## config.mk

```make
export PLATFORM = sky130hd
export DESIGN_NAME = word_serializer_flat
export DESIGN_NICKNAME = d
export VERILOG_FILES = /design/src/rtl/word_serializer_pkg.sv /design/src/rtl/word_serializer_if.sv /design/src/rtl/word_serializer_hold_buf.sv /design/src/rtl/word_serializer.sv /design/src/flat_wrapper.sv
export SDC_FILE = /design/constraint.sdc
export NUM_CORES = 1
export LEC_CHECK = 0
export CAP_MARGIN = 20
export CORE_MARGIN = 2
export CORE_UTILIZATION = 53
export DETAILED_ROUTE_END_ITERATION = 12
export PLACE_DENSITY = 0.83
export SLEW_MARGIN = 20
export SYNTH_ARGS = -nofsm -noshare
export SYNTH_HDL_FRONTEND = slang
export SYNTH_SLANG_ARGS = --single-unit
```

## constraint.sdc

```tcl
create_clock -name clk -period 3.85 [get_ports clk]
set_input_delay 0.9625 -clock clk [delete_from_list [all_inputs] [get_ports clk]]
set_output_delay 0.9625 -clock clk [all_outputs]
set_load 0.005 [all_outputs]
```

## src/rtl/word_serializer_pkg.sv

```systemverilog
// Shared definitions for the word serializer: FSM state encodings, default word width
// and the bit-counter width helper.
package word_serializer_pkg;

    localparam int DEFAULT_WIDTH = 8;

    localparam logic [1:0] ST_IDLE   = 2'd0;
    localparam logic [1:0] ST_SHIFT  = 2'd1;
    localparam logic [1:0] ST_PARITY = 2'd2;

    function automatic int cnt_width(input int w);
        return (w > 1) ? $clog2(w) : 1;
    endfunction

endpackage

```

## src/rtl/word_serializer_if.sv

```systemverilog
// Parallel word input and serial bit output of the word serializer.
// Handshake: a word transfers at a rising clk edge where in_valid and in_ready are both 1.
interface word_serializer_if
    import word_serializer_pkg::*;
#(
    parameter int WIDTH = DEFAULT_WIDTH
);
    logic [WIDTH-1:0] in_data;
    logic             in_valid;
    logic             in_ready;
    logic             ser_bit;
    logic             ser_valid;
    logic             busy;
    logic             word_done;

    modport master (
        output in_data, in_valid,
        input  in_ready, ser_bit, ser_valid, busy, word_done
    );

    modport slave (
        input  in_data, in_valid,
        output in_ready, ser_bit, ser_valid, busy, word_done
    );
endinterface

```

## src/rtl/word_serializer_hold_buf.sv

```systemverilog
// One-entry holding register. A write always wins over a same-edge read, so a word can be
// taken and replaced in the same cycle while the buffer stays full.
module word_serializer_hold_buf #(
    parameter int WIDTH = 8
) (
    input  logic             clk,
    input  logic             reset,
    input  logic             wr_en,
    input  logic [WIDTH-1:0] wr_data,
    input  logic             rd_en,
    output logic             full,
    output logic [WIDTH-1:0] data
);

    always_ff @(posedge clk or posedge reset) begin
        if (reset) begin
            full <= 1'b0;
            data <= '0;
        end else if (wr_en) begin
            full <= 1'b1;
            data <= wr_data;
        end else if (rd_en) begin
            full <= 1'b0;
        end
    end

endmodule

```

## src/rtl/word_serializer.sv

```systemverilog
// Parallel-to-serial front end: WIDTH-bit words in, one registered bit per clock out.
// Define WORD_SERIALIZER_PARITY_EN to append an even-parity bit after each word.
module word_serializer
    import word_serializer_pkg::*;
#(
    parameter int WIDTH     = DEFAULT_WIDTH,
    parameter bit MSB_FIRST = 1'b1,
    parameter bit IDLE_BIT  = 1'b0
) (
    input  logic                clk,
    input  logic                reset,
    word_serializer_if.slave    bus,
    output logic [1:0]          state_dbg
);

    localparam int              CW   = cnt_width(WIDTH);
    localparam logic [CW-1:0]   LAST = CW'(WIDTH - 1);

    logic [1:0]       state;
    logic [CW-1:0]    cnt;
    logic [WIDTH-1:0] sreg;
    logic             ser_bit_q;
`ifdef WORD_SERIALIZER_PARITY_EN
    logic             par_q;
`endif

    logic             hold_full;
    logic [WIDTH-1:0] hold_data;
    logic             accept;
    logic             last_bit;
    logic             shift_free;
    logic             load;
    logic             hold_wr;
    logic             hold_rd;
    logic [WIDTH-1:0] ld_word;

    assign accept = bus.in_valid & ~hold_full;

`ifdef WORD_SERIALIZER_PARITY_EN
    assign last_bit = (state == ST_PARITY);
`else
    assign last_bit = (state == ST_SHIFT) && (cnt == LAST);
`endif

    // The shifter can take a new word at this edge if it is idle or emitting its final bit.
    assign shift_free = (state == ST_IDLE) | last_bit;
    assign load       = shift_free & (hold_full | accept);
    assign ld_word    = hold_full ? hold_data : bus.in_data;
    assign hold_rd    = shift_free & hold_full;
    assign hold_wr    = accept & (hold_full | ~shift_free);

    word_serializer_hold_buf #(.WIDTH(WIDTH)) u_hold (
        .clk     (clk),
        .reset   (reset),
        .wr_en   (hold_wr),
        .wr_data (bus.in_data),
        .rd_en   (hold_rd),
        .full    (hold_full),
        .data    (hold_data)
    );

    // sreg holds the bits not yet shown; ser_bit_q is the bit on the wire this cycle.
    always_ff @(posedge clk or posedge reset) begin
        if (reset) begin
            state     <= ST_IDLE;
            cnt       <= '0;
            sreg      <= '0;
            ser_bit_q <= IDLE_BIT;
`ifdef WORD_SERIALIZER_PARITY_EN
            par_q     <= 1'b0;
`endif
        end else if (load) begin
            state <= ST_SHIFT;
            cnt   <= '0;
`ifdef WORD_SERIALIZER_PARITY_EN
            par_q <= ^ld_word;
`endif
            if (MSB_FIRST) begin
                ser_bit_q <= ld_word[WIDTH-1];
                sreg      <= {ld_word[WIDTH-2:0], 1'b0};
            end else begin
                ser_bit_q <= ld_word[0];
                sreg      <= {1'b0, ld_word[WIDTH-1:1]};
            end
        end else if (last_bit) begin
            state     <= ST_IDLE;
            cnt       <= '0;
            ser_bit_q <= IDLE_BIT;
`ifdef WORD_SERIALIZER_PARITY_EN
        end else if ((state == ST_SHIFT) && (cnt == LAST)) begin
            state     <= ST_PARITY;
            ser_bit_q <= par_q;
`endif
        end else if (state == ST_SHIFT) begin
            cnt <= cnt + 1'b1;
            if (MSB_FIRST) begin
                ser_bit_q <= sreg[WIDTH-1];
                sreg      <= {sreg[WIDTH-2:0], 1'b0};
            end else begin
                ser_bit_q <= sreg[0];
                sreg      <= {1'b0, sreg[WIDTH-1:1]};
            end
        end
    end

    assign bus.in_ready  = ~hold_full;
    assign bus.ser_bit   = ser_bit_q;
    assign bus.ser_valid = (state != ST_IDLE);
    assign bus.word_done = last_bit;
    assign bus.busy      = (state != ST_IDLE) | hold_full;
    assign state_dbg     = state;

endmodule
```

## src/flat_wrapper.sv

```systemverilog
// flat-port wrapper written by rule: the top's interface ports become plain ports
module word_serializer_flat import word_serializer_pkg::*;
#(
    parameter int WIDTH     = DEFAULT_WIDTH,
    parameter bit MSB_FIRST = 1'b1,
    parameter bit IDLE_BIT  = 1'b0
)
  (clk, reset, state_dbg, bus_in_data, bus_in_valid, bus_in_ready, bus_ser_bit, bus_ser_valid, bus_busy, bus_word_done);
  word_serializer_if #(.WIDTH(WIDTH)) bus_i ();
  input  logic clk;
  input  logic reset;
  output logic [1:0] state_dbg;
  input wire logic [$bits(bus_i.in_data)-1:0] bus_in_data;
  input wire logic [$bits(bus_i.in_valid)-1:0] bus_in_valid;
  output wire logic [$bits(bus_i.in_ready)-1:0] bus_in_ready;
  output wire logic [$bits(bus_i.ser_bit)-1:0] bus_ser_bit;
  output wire logic [$bits(bus_i.ser_valid)-1:0] bus_ser_valid;
  output wire logic [$bits(bus_i.busy)-1:0] bus_busy;
  output wire logic [$bits(bus_i.word_done)-1:0] bus_word_done;
  assign bus_i.in_data = bus_in_data;
  assign bus_i.in_valid = bus_in_valid;
  assign bus_in_ready = bus_i.in_ready;
  assign bus_ser_bit = bus_i.ser_bit;
  assign bus_ser_valid = bus_i.ser_valid;
  assign bus_busy = bus_i.busy;
  assign bus_word_done = bus_i.word_done;
  word_serializer #(.WIDTH(WIDTH), .MSB_FIRST(MSB_FIRST), .IDLE_BIT(IDLE_BIT)) u_core (.clk(clk), .reset(reset), .bus(bus_i), .state_dbg(state_dbg));
endmodule
```

# Yosys cells after proc, flatten, opt, wreduce, memory -nomap -nowiden
# Index checks and enable logic that the tools add are counted.
[classes]
add_sub_neg = 1
n_eq_ne = 3
mux = 14
n_bitwise = 10
n_reduce_logical = 8
[op_table]
columns = ["cell", "count"]
rows = [
  ["8-bit 2-to-1 mux", 4],
  ["3-bit 2-to-1 mux", 3],
  ["2-bit nonzero test", 4],
  ["1-bit 2-to-1 mux", 5],
  ["1-bit bitwise AND", 4],
  ["2-bit 2-to-1 mux", 2],
  ["1-bit OR", 4],
  ["3-bit by 1-bit adder with 3-bit output (second input constant)", 1],
  ["3-bit equality test (second input constant)", 1],
  ["3-bit nonzero test", 1],
  ["2-bit by 1-bit equality test with 1-bit output (second input constant)", 1],
  ["2-bit logical NOT", 1],
  ["2-bit inequality test (second input constant)", 1],
  ["1-bit inverter", 2],
  ["2-bit AND reduction", 1],
  ["1-bit logical AND", 1],
]
[totals]
reg_bits = 23
input_bits = 11
out_inout_bits = 7
elab_cells = 42

# Longest topological paths before layout
[logic_depth]
depth_word = 7
ltp_mapped = 7
mapped_depth_nobuf = 5

# Hierarchy
# Synthesis repeated with hierarchy kept, for this count alone.
[unflattened]
cells_unflattened = 103
area_unflattened_um2 = 1109.8
[modules_own_cells]
columns = ["mod", "instances", "cells_each", "area_per_inst_um2", "seq_area_each_um2"]
rows = [
  ["word_serializer", 1, 82, 737.0, 300.3],
  ["word_serializer_hold_buf", 1, 21, 372.9, 225.2],
]

# Worst setup path before layout
# OpenSTA, ideal clock, no wires.
[synth_path]
kind = "input -> register"
from = "input bus_in_valid"
to = "register u_core.u_hold.data[0]"
setup_time_ns = 0.125
arrival_time_ns = 1.858
t_required_ns = 3.725
path_slack_ns = 1.867
path_stages = 4
path_buffers = 2
cell_sequence = "clkbuf_1 and3_4 buf_12 mux2_4"
[synth_via]
elab_chain_cells = 2
[synth_rtl]
columns = ["element", "line", "source"]
rows = [
  ["start, declared", "flat_wrapper.sv:14", "input wire logic [$bits(bus_i.in_valid)-1:0] bus_in_valid;"],
  ["1-bit bitwise AND", "word_serializer.sv:37", "assign accept = bus.in_valid & ~hold_full;"],
  ["1-bit bitwise AND", "word_serializer.sv:50", "assign hold_wr = accept & (hold_full | ~shift_free);"],
  ["end signal, assigned", "word_serializer_hold_buf.sv:21", "data <= wr_data;"],
  ["end, declared", "word_serializer_hold_buf.sv:12", "output logic [WIDTH-1:0] data"],
]
# No other way between the ends.
# A chain may end at the register's enable or synchronous reset.

# Worst setup path after layout
[layout_path]
from = "register u_core.cnt[0]"
to = "output bus_word_done"
[layout_via]
elab_chain_cells = 2
[layout_rtl]
columns = ["element", "line", "source"]
rows = [
  ["start, declared", "word_serializer.sv:20", "logic [CW-1:0] cnt;"],
  ["start signal, assigned", "word_serializer.sv:95", "cnt <= cnt + 1'b1;"],
  ["3-bit equality test", "word_serializer.sv:42", "assign last_bit = (state == ST_SHIFT) && (cnt == LAST);"],
  ["1-bit logical AND", "word_serializer.sv:42", ""],
  ["end, declared", "flat_wrapper.sv:19", "output wire logic [$bits(bus_i.word_done)-1:0] bus_word_done;"],
]
# No other way between the ends.

==> summary.md <==
| Metric | Value |
|---|---|
| Slowest-stage cell, CP | clkdlybuf4s50_1 |
| Antenna-violating nets left | 0 |
| Gr busiest metal | met2 |
| Part of the cycle the worst path needs | between 70 and 80% |
| Slew Viols, Final | 0 |
| Clock Latency Late Sink | between 300 and 400 ps |
| Largest net degree at the start of global routing | 22 |
| Clock Skews | ~12 ps |
| Die Y | roughly 50 µm |
| Area grow syn2layout | 15.2% |
| Comb power frac | between 30% and 40% |
| CTS HTree Levels | 1 |
| Max cap viols | 0 |
| Setup slack, reg-to-reg | between 1500 and 2000 ps |
| RR Endpoint | u_core.u_hold.data[4]$_DFFE_PP0P_ |
| Startpoint Class | flop |
| Io pins | 18 |
| Net count, final | 125 |
| DPL Wire Length | approximately 1500 µm |
| # fillers | roughly 170 |
| Worst vdd ir | 377 µV |
| Synth top area share | 49.2% |
| Switching part of the total | 32.8% |
| Fmax | roughly 360 MHz |
| Antenna Cells | 0 |
| DRT Pass-1 Iters | 4 |
| Critical path arrival | ~1800 ps |
| Detailed-route via count | ~770 |
| Reg area | approximately 530 µm² |
| DR vias/cell | 5.57 |
| Sequential share of the synthesized area | roughly 50% |
| Cells after Synth | 98 |
| Row count | 16 |
| Initial antenna violation count | 0 |
| Residual DRC | 0 |
| M2 GR Usage | a little over a third |
| WL final | between 2000 and 2500 µm |
| CTS tree | done |
| Hold endpoint | u_core.sreg[7]$_DFFE_PP0P_ |
| Max clock buf depth | 2 |
| Root buf cell | clkbuf_4 |
| Leakage | between 0.5 and 0.6 nW |
| Post-Syn Area | between 1000 and 1500 µm² |
| Commonest non-fill, non-tap cell in the layout | dfrtp_1 |
| Resized cells post-CTS | 0 |
| Final hold viol count | 0 |
| Status | completed |
| Clock network fraction of total power | between 10 and 15% |
| Gpl congestion | between 0.7 and 0.8 |
| Met1 Use GR | between 20% and 30% |
| Yosys warns | 0 |
| Endpoints failing setup | 0 |
| IO Port Bufs | 16 |
| Slew headroom | between 40 and 50% |
| Avg Cell Area, Syn | roughly 11 µm² |
| Reg2Reg Depth | 5 |
| TritonCTS Buffers | 3 |
| Post-synth net total | about 110 |
| Post-CTS Setup Bufs | 0 |
| WL per Instance | between 15 and 20 µm |
| Hold path cells | 2 |
| Ranking of synthesized cells by area | dfrtp_1 49%, mux2_4 11%, o21ai_0 7.5%, nand2_1 4.9%, a211oi_1 4.2% |
| P_sw | roughly 0.00025 W |
| Crit path max fanout | 5 |
| Worst path cell trace | ha_1 > ha_1 > and2_1 > clkdlybuf4s50_1 |
| CP peak stage delay | ~460 ps |
| First-pass GRT wire length | approximately 3600 µm |
| Initial DRC Count | 17 |
| Gr ovfl total | 0 |
| Fin crit period | around 2800 ps |
| M3 GR Usage | between 3 and 4% |
| PD cells | between 600 and 700 nW/µm² |
| Hold Crit Class | flop to flop |
| Area of the multi-input gates | approximately 480 µm² |
| Most frequent cells in the layout | 21 x dfrtp_1, 16 x o21ai_0, 16 x clkdlybuf4s50_1 |
| Post-synthesis register bit count | 21 |
| Post-synth top area cell | dfrtp_1 |
| CP Data Required Time | 2890 ps |
| Min-delay src | u_core.sreg[6]$_DFFE_PP0P_ |
| Fin Hold WS | between 400 and 500 ps |
| Setup CP Type | flop to output pin |
| Clock sink count | 21 |
| Total global-route track usage | between 20% and 30% |
| CP most frequent cell | ha_1 |
| Post-CTS Hold Buffers | 0 |
| Worst r2r src | u_core.cnt[0]$_DFFE_PP0P_ |
| RSZ-0062 raised after global routing | false |
| Core outline area | 1920 µm² |
| Cell-internal power | slightly above 0.0005 W |
| Clock transition at path regs | around 130 ps |
| Flop pwr share | approximately half |
| Ratio of cells with drive above 1 in the final layout | between 10% and 20% |
| Fin Setup TNS | 0 ps |
| Die ar. | 2390 µm² |
| Synth cell types | 28 |
| Die W | just under 50 µm |
| Vias in the first global route | between 700 and 800 |
| Initial Utilization | 55.6% |
| Slew @ Worst Pin | ~800 ps |
| Crit end category | output pin |
==> routing by layer <==
metal	share of wire, %	up-vias
li1	-	362
met5	0	-
met2	51	30
met3	5.2	4
met4	1.3	0
met1	43	372
==> flip-flops by register name, summed over array words and instances, names as in the netlist <==
register and cells:
u_core.cnt 3, u_core.u_hold.full 1, u_core.sreg 7, u_core.u_hold.data 8, u_core.bus.ser_bit 1, u_core.state_dbg 1
==> how the worst max path moves through the flow <==
stage	cells past startpoint	end	slack (ps)	startpoint
after floorplan	4	u_core.u_hold.data[0]$_DFFE_PP0P_	1870	bus_in_valid
after global placement	3	u_core.u_hold.data[1]$_DFFE_PP0P_	1170	bus_in_valid
after detailed placement	3	u_core.u_hold.data[4]$_DFFE_PP0P_	1110	bus_in_valid
after CTS	4	bus_word_done	1060	u_core.cnt[0]$_DFFE_PP0P_
after global routing	4	bus_word_done	1020	u_core.cnt[0]$_DFFE_PP0P_
final	4	bus_word_done	1060	u_core.cnt[0]$_DFFE_PP0P_
==> cells by family after synthesis <==
family | count (synthesis) | share of synthesized area [%]
mux | 9 | 12.3
compound gates | 27 | 15.2
other cells | 1 | 0.351
fa+ha+maj | 2 | 2.34
simple gates | 29 | 14.4
buf+inv | 9 | 6.20
flops | 21 | 49.2
==> through the flow <==
step | power [W] | area [µm²] | setup WS, ps | instances | util [%]
5_1_grt | 0.000801 | 1230 | 1020 | 138 | 64.1
3_3_place_gp | 0.000623 | 1200 | 1170 | 134 | 62.6
4_1_cts | 0.000752 | 1230 | 1060 | 138 | 64.1
3_5_place_dp | 0.000644 | 1200 | 1110 | 134 | 62.6
2_1_floorplan | 0.000571 | 1070 | 1870 | 98 | -
6_report | 0.000749 | 1230 | 1060 | 138 | 64.1
==> power groups by stage <==
stage                     clock (W)  sequential [W]  combinational, W
after CTS                  0.000110        0.000375          0.000267
final                      0.000108        0.000377          0.000264
after detailed placement          0        0.000379          0.000265
after global routing       0.000119        0.000388          0.000294
after global placement            0        0.000373          0.000250
after floorplan                   0        0.000351          0.000220
==> critical path: cells and delay by family (launching register included) <==
family / cells / cell delay [ps]
buf+inv: 1 / 460
simple gates: 1 / 190
fa+ha+maj: 2 / 460
flops: 1 / 420
==> Yosys cell counts, drive strengths merged <==
master   count
a211o        1
a211oi       6
a21oi        2
a32o         1
and2         1
and3         1
buf          5
clkbuf       2
conb         1
dfrtp       21
ha           2
inv          2
mux2         9
nand2       14
nand2b       1
nor2         2
nor2b        7
nor3         1
o21ai       16
o2bb2ai      1
or2          1
or2b         1
==> layout make-up <==
type	instances	area share, %
multi-input combinational	68	38.7
clock buffer	3	1.83
timing repair buffer	16	13.0
sequential	21	42.7
inverter	2	0.610
clock inverter	1	0.407
tap	27	2.74
(Power assumes the default switching activity.)
==> patch 1, RTL diff (same flow settings) <==
`DEFAULT_WIDTH`: 8 -> 6.
--- a/src/rtl/word_serializer_pkg.sv
+++ b/src/rtl/word_serializer_pkg.sv
@@ -2,7 +2,7 @@
 // and the bit-counter width helper.
 package word_serializer_pkg;
 
-    localparam int DEFAULT_WIDTH = 8;
+    localparam int DEFAULT_WIDTH = 6;
 
     localparam logic [1:0] ST_IDLE   = 2'd0;
     localparam logic [1:0] ST_SHIFT  = 2'd1;
Interface: changed (resized bus_in_data); port bits go from 18 to 16. No check against the original RTL was run, so the function may have changed too.
==> patch 1 against the original RTL <==
  * Routed wire length shrank 28%
  * Synthesized cell count down 23%
  * Combinational power decreased by 5%
  * Hold slack better by 19 ps
  * Final area is 14% lower
  * Worst setup slack improved by 190 ps
  * Count of clock-buffer cells in the layout is 1 higher
  * Power shrank 11%
  * Register-to-register slack better by 430 ps
  * Core utilization is 3.9 points higher
  * Sequential cell count is 4 lower
  * Area after synthesis decreased by 15%
  * Clock power shrank 13%
  * Largest cell class is now multi-input combinational cells
  * Highest routed layer is now met3
==> patch 1: results (changes against the original RTL) <==
Post-route minimum period: 2600 ps (-189 ps)
Via count of the first global-routing pass: 559 (-27%)
Largest cells by area after synthesis: dfrtp_1, mux2_4, mux2i_1
Least-Margin Pin Slew: 625 ps (-176 ps)
Peak VDD IR: 0.331 mV (-12%)
Layout cells sized above 1: 20.5% (+5.1 points)
Status: completed
Worst skew pair latency: 290 ps (-20 ps)
Total Routing Usage GR: 17.8% (-2.5 points)
IO buf count: 14 (-2)
Mapped Nets: 86 (-23%)
Iteration-0 DRC Markers: 8 (-9)
Reg2reg setup slack: 2360 ps (+430 ps)
Most instantiated cells after synthesis: dfrtp_1, mux2_4, nand2_1
Max Used Layer: met3
CP max FO: 4 (-1)
Met3 usage: 5.95% (+2.3 points)
Worst clock skew: 1.28 ps (-10.9 ps)
Met2 routed WL: 687 microns (-37%)
Net switching power: 0.217 mW (-12%)
Critical path launch point: u_core.cnt[1]
HP Start: u_core.sreg[2]
Met1 Wirelength: 790 microns (-15%)
Power share of the sequential group: 48.0% (-2.3 points)
DP HPWL: 1060 microns (-28%)
Nets: 100 (-20%)
Reg2reg path depth: 4 (-1)
Clock slew at reported path FFs: 90 ps (-40 ps)
Vias per cell: 5.59 (+0.38%)
Largest regs: u_core.u_hold.data: 6 flops, u_core.sreg: 5 flops, u_core.cnt: 3 flops
Grt met1 use: 24.2% (-0.27 points)
Post-synthesis compound-gate area fraction: 8.39% (-6.8 points)
Placement Setup Slack: 1390 ps (+274 ps)
[patch 1: worst max-delay path: stages, from the launching register on]
cell             delay [ps]
dfrtp_1                 400
inv_1                    70
ha_1                    210
and3_1                  170
clkdlybuf4s50_1         500
[patch 1: worst min-delay path by stage]
| stage | cells past startpoint | end |
|---|---|---|
| floorplan | 1 | u_core.sreg[1] |
| global placement | 1 | u_core.sreg[5] |
| detailed placement | 1 | u_core.sreg[3] |
| CTS | 1 | u_core.sreg[3] |
| global route | 1 | u_core.sreg[3] |
| finish | 1 | u_core.sreg[3] |
[patch 1: cell type report]
cell class              count  area [sq um]
inverters                   3          11.3
multi-input cells          50           437
repair buffers             14           140
fillers                   124           499
clock buffers               4          26.3
well taps                  16          20.0
flip-flops and latches     17           425
[patch 1: metrics by stage]
stage	hold WS (ps)	cells
2_1_floorplan	477	75
3_3_place_gp	487	100
3_5_place_dp	490	100
4_1_cts	517	104
5_1_grt	528	104
6_report	513	104
==> patch 2, RTL diff (config.mk and constraints unchanged) <==
Made on the original files. Reset style: synchronous (`reset`), changed in 2 clocked blocks.
--- a/src/rtl/word_serializer_hold_buf.sv
+++ b/src/rtl/word_serializer_hold_buf.sv
@@ -12,7 +12,7 @@
     output logic [WIDTH-1:0] data
 );
 
-    always_ff @(posedge clk or posedge reset) begin
+    always_ff @(posedge clk) begin
         if (reset) begin
             full <= 1'b0;
             data <= '0;
--- a/src/rtl/word_serializer.sv
+++ b/src/rtl/word_serializer.sv
@@ -60,7 +60,7 @@
     );
 
     // sreg holds the bits not yet shown; ser_bit_q is the bit on the wire this cycle.
-    always_ff @(posedge clk or posedge reset) begin
+    always_ff @(posedge clk) begin
         if (reset) begin
             state     <= ST_IDLE;
             cnt       <= '0;
Behaviour: differs if reset is asserted again (counterexample within 4 cycles, from zero or initial values and one cycle with reset high); with reset held inactive, the same outputs for 10 cycles.
==> patch 2 against the original RTL <==
  * Area after synthesis fell by 7.5%
  * Sequential cell count did not move
  * Largest cell class is now multi-input combinational cells
  * Synthesized cell count rose by 7.1%
  * Hold slack got worse by 1.0 ps
  * Core utilization rose by 0.74 points
  * Worst setup slack got worse by 1.1 ps
  * Critical path type unchanged
  * First-iteration DRC count rose by 76%
  * Highest routed layer unchanged
  * Final area fell by 8.1%
  * Routed wire length fell by 13%
Power is not compared: it rests on default switching activity, and its combinational part moved more than twofold at a synthesized area within 25%.
==> patch 2: results (changes against the original RTL) <==
DP HPWL: 1310 microns (-11%)
Met3 Wirelength: 88 microns (-21%)
Nets: 128 (+2.4%)
CP max FO: 12 (+7)
Least-Margin Pin Slew: 783 ps (-18.2 ps)
Worst skew pair latency: 290 ps (-20 ps)
Clock buf/inv share: 2.32% (+0.087 points)
Layout cells sized above 1: 7.89% (-7.4 points)
Fraction of area in multi-input gates: 43.3% (+4.5 points)
Worst path slowest cell: dfxtp_1
Largest net degree at the start of global routing: 23 (+4.5%)
Placed Cells: 135 (+0.75%)
Via Count: 777 (+1.2%)
Status: completed
Met1 Wirelength: 899 microns (-2.7%)
Total Routing Usage GR: 20.2% (-0.031 points)
Mapped Nets: 118 (+6.3%)
DRT Pass-1 Iters: 4 (unchanged)
Buffering overhead: 14.2% (+1.2 points)
Via count of the first global-routing pass: 742 (-3.3%)
Multi-In Gates: 72 (+5.9%)
Iteration-0 DRC Markers: 30 (+13)
Async set-reset flop share out of synthesis: 0% (-100 points)
Most instantiated cells after synthesis: dfxtp_1, nor2_1, mux2i_1
Fill count: 157 (-8.2%)
CTS max path bufs: 2 (unchanged)
GPL Wtd Cong: 0.754 (+0.90%)
Slowest stage delay, CP: 600 ps (+140 ps)
Sequential fraction of the synthesis area: 42.5% (-6.6 points)
Inverter count: 1 (-1)
Core Rows: 15 (-1)
Clock Buffer Count: 4 (+1)
Final WL: 1890 microns (-13%)
Vias per cell: 5.59 (+0.44%)
Met2 routed WL: 876 microns (-20%)
DP Area: 1100 sq um (-8.2%)
Mapped Cells: 105 (+7.1%)
Largest cells by area after synthesis: dfxtp_1, mux2i_1, nor2_1
Placement Setup Slack: 1070 ps (-42.4 ps)
Met3 usage: 3.46% (-0.22 points)
Final design utilization: 64.8% (+0.74 points)
patch 2: path summary, 6_finish.rpt:
path         cells after the start               start        endpoint  slack (ps)
max                              2  u_core.u_hold.full    bus_in_ready        1060
min                              2      u_core.sreg[2]  u_core.sreg[3]         490
max reg2reg                      5       u_core.cnt[0]  u_core.sreg[5]        1940
min reg2reg                      2      u_core.sreg[2]  u_core.sreg[3]         490
patch 2: cells by family (layout without fill, tap and decap cells):
logic type | Yosys count | after routing | synth area share (%)
AO/OA/AOI/OAI | 13 | 13 | 11.6
flip-flops | 21 | 21 | 42.5
buffers and inverters | 12 | 21 | 7.97
adder cells (fa/ha/maj) | 2 | 2 | 2.53
other | 1 | 1 | 0.379
multiplexers | 10 | 10 | 10.1
AND/OR/NAND/NOR | 46 | 46 | 24.8
patch 2: report_power, final:
group          switching [mW]  internal [mW]  total, mW
sequential            0.00939          0.231      0.241
clock                  0.0640         0.0403      0.104
combinational          0.0341         0.0376     0.0717
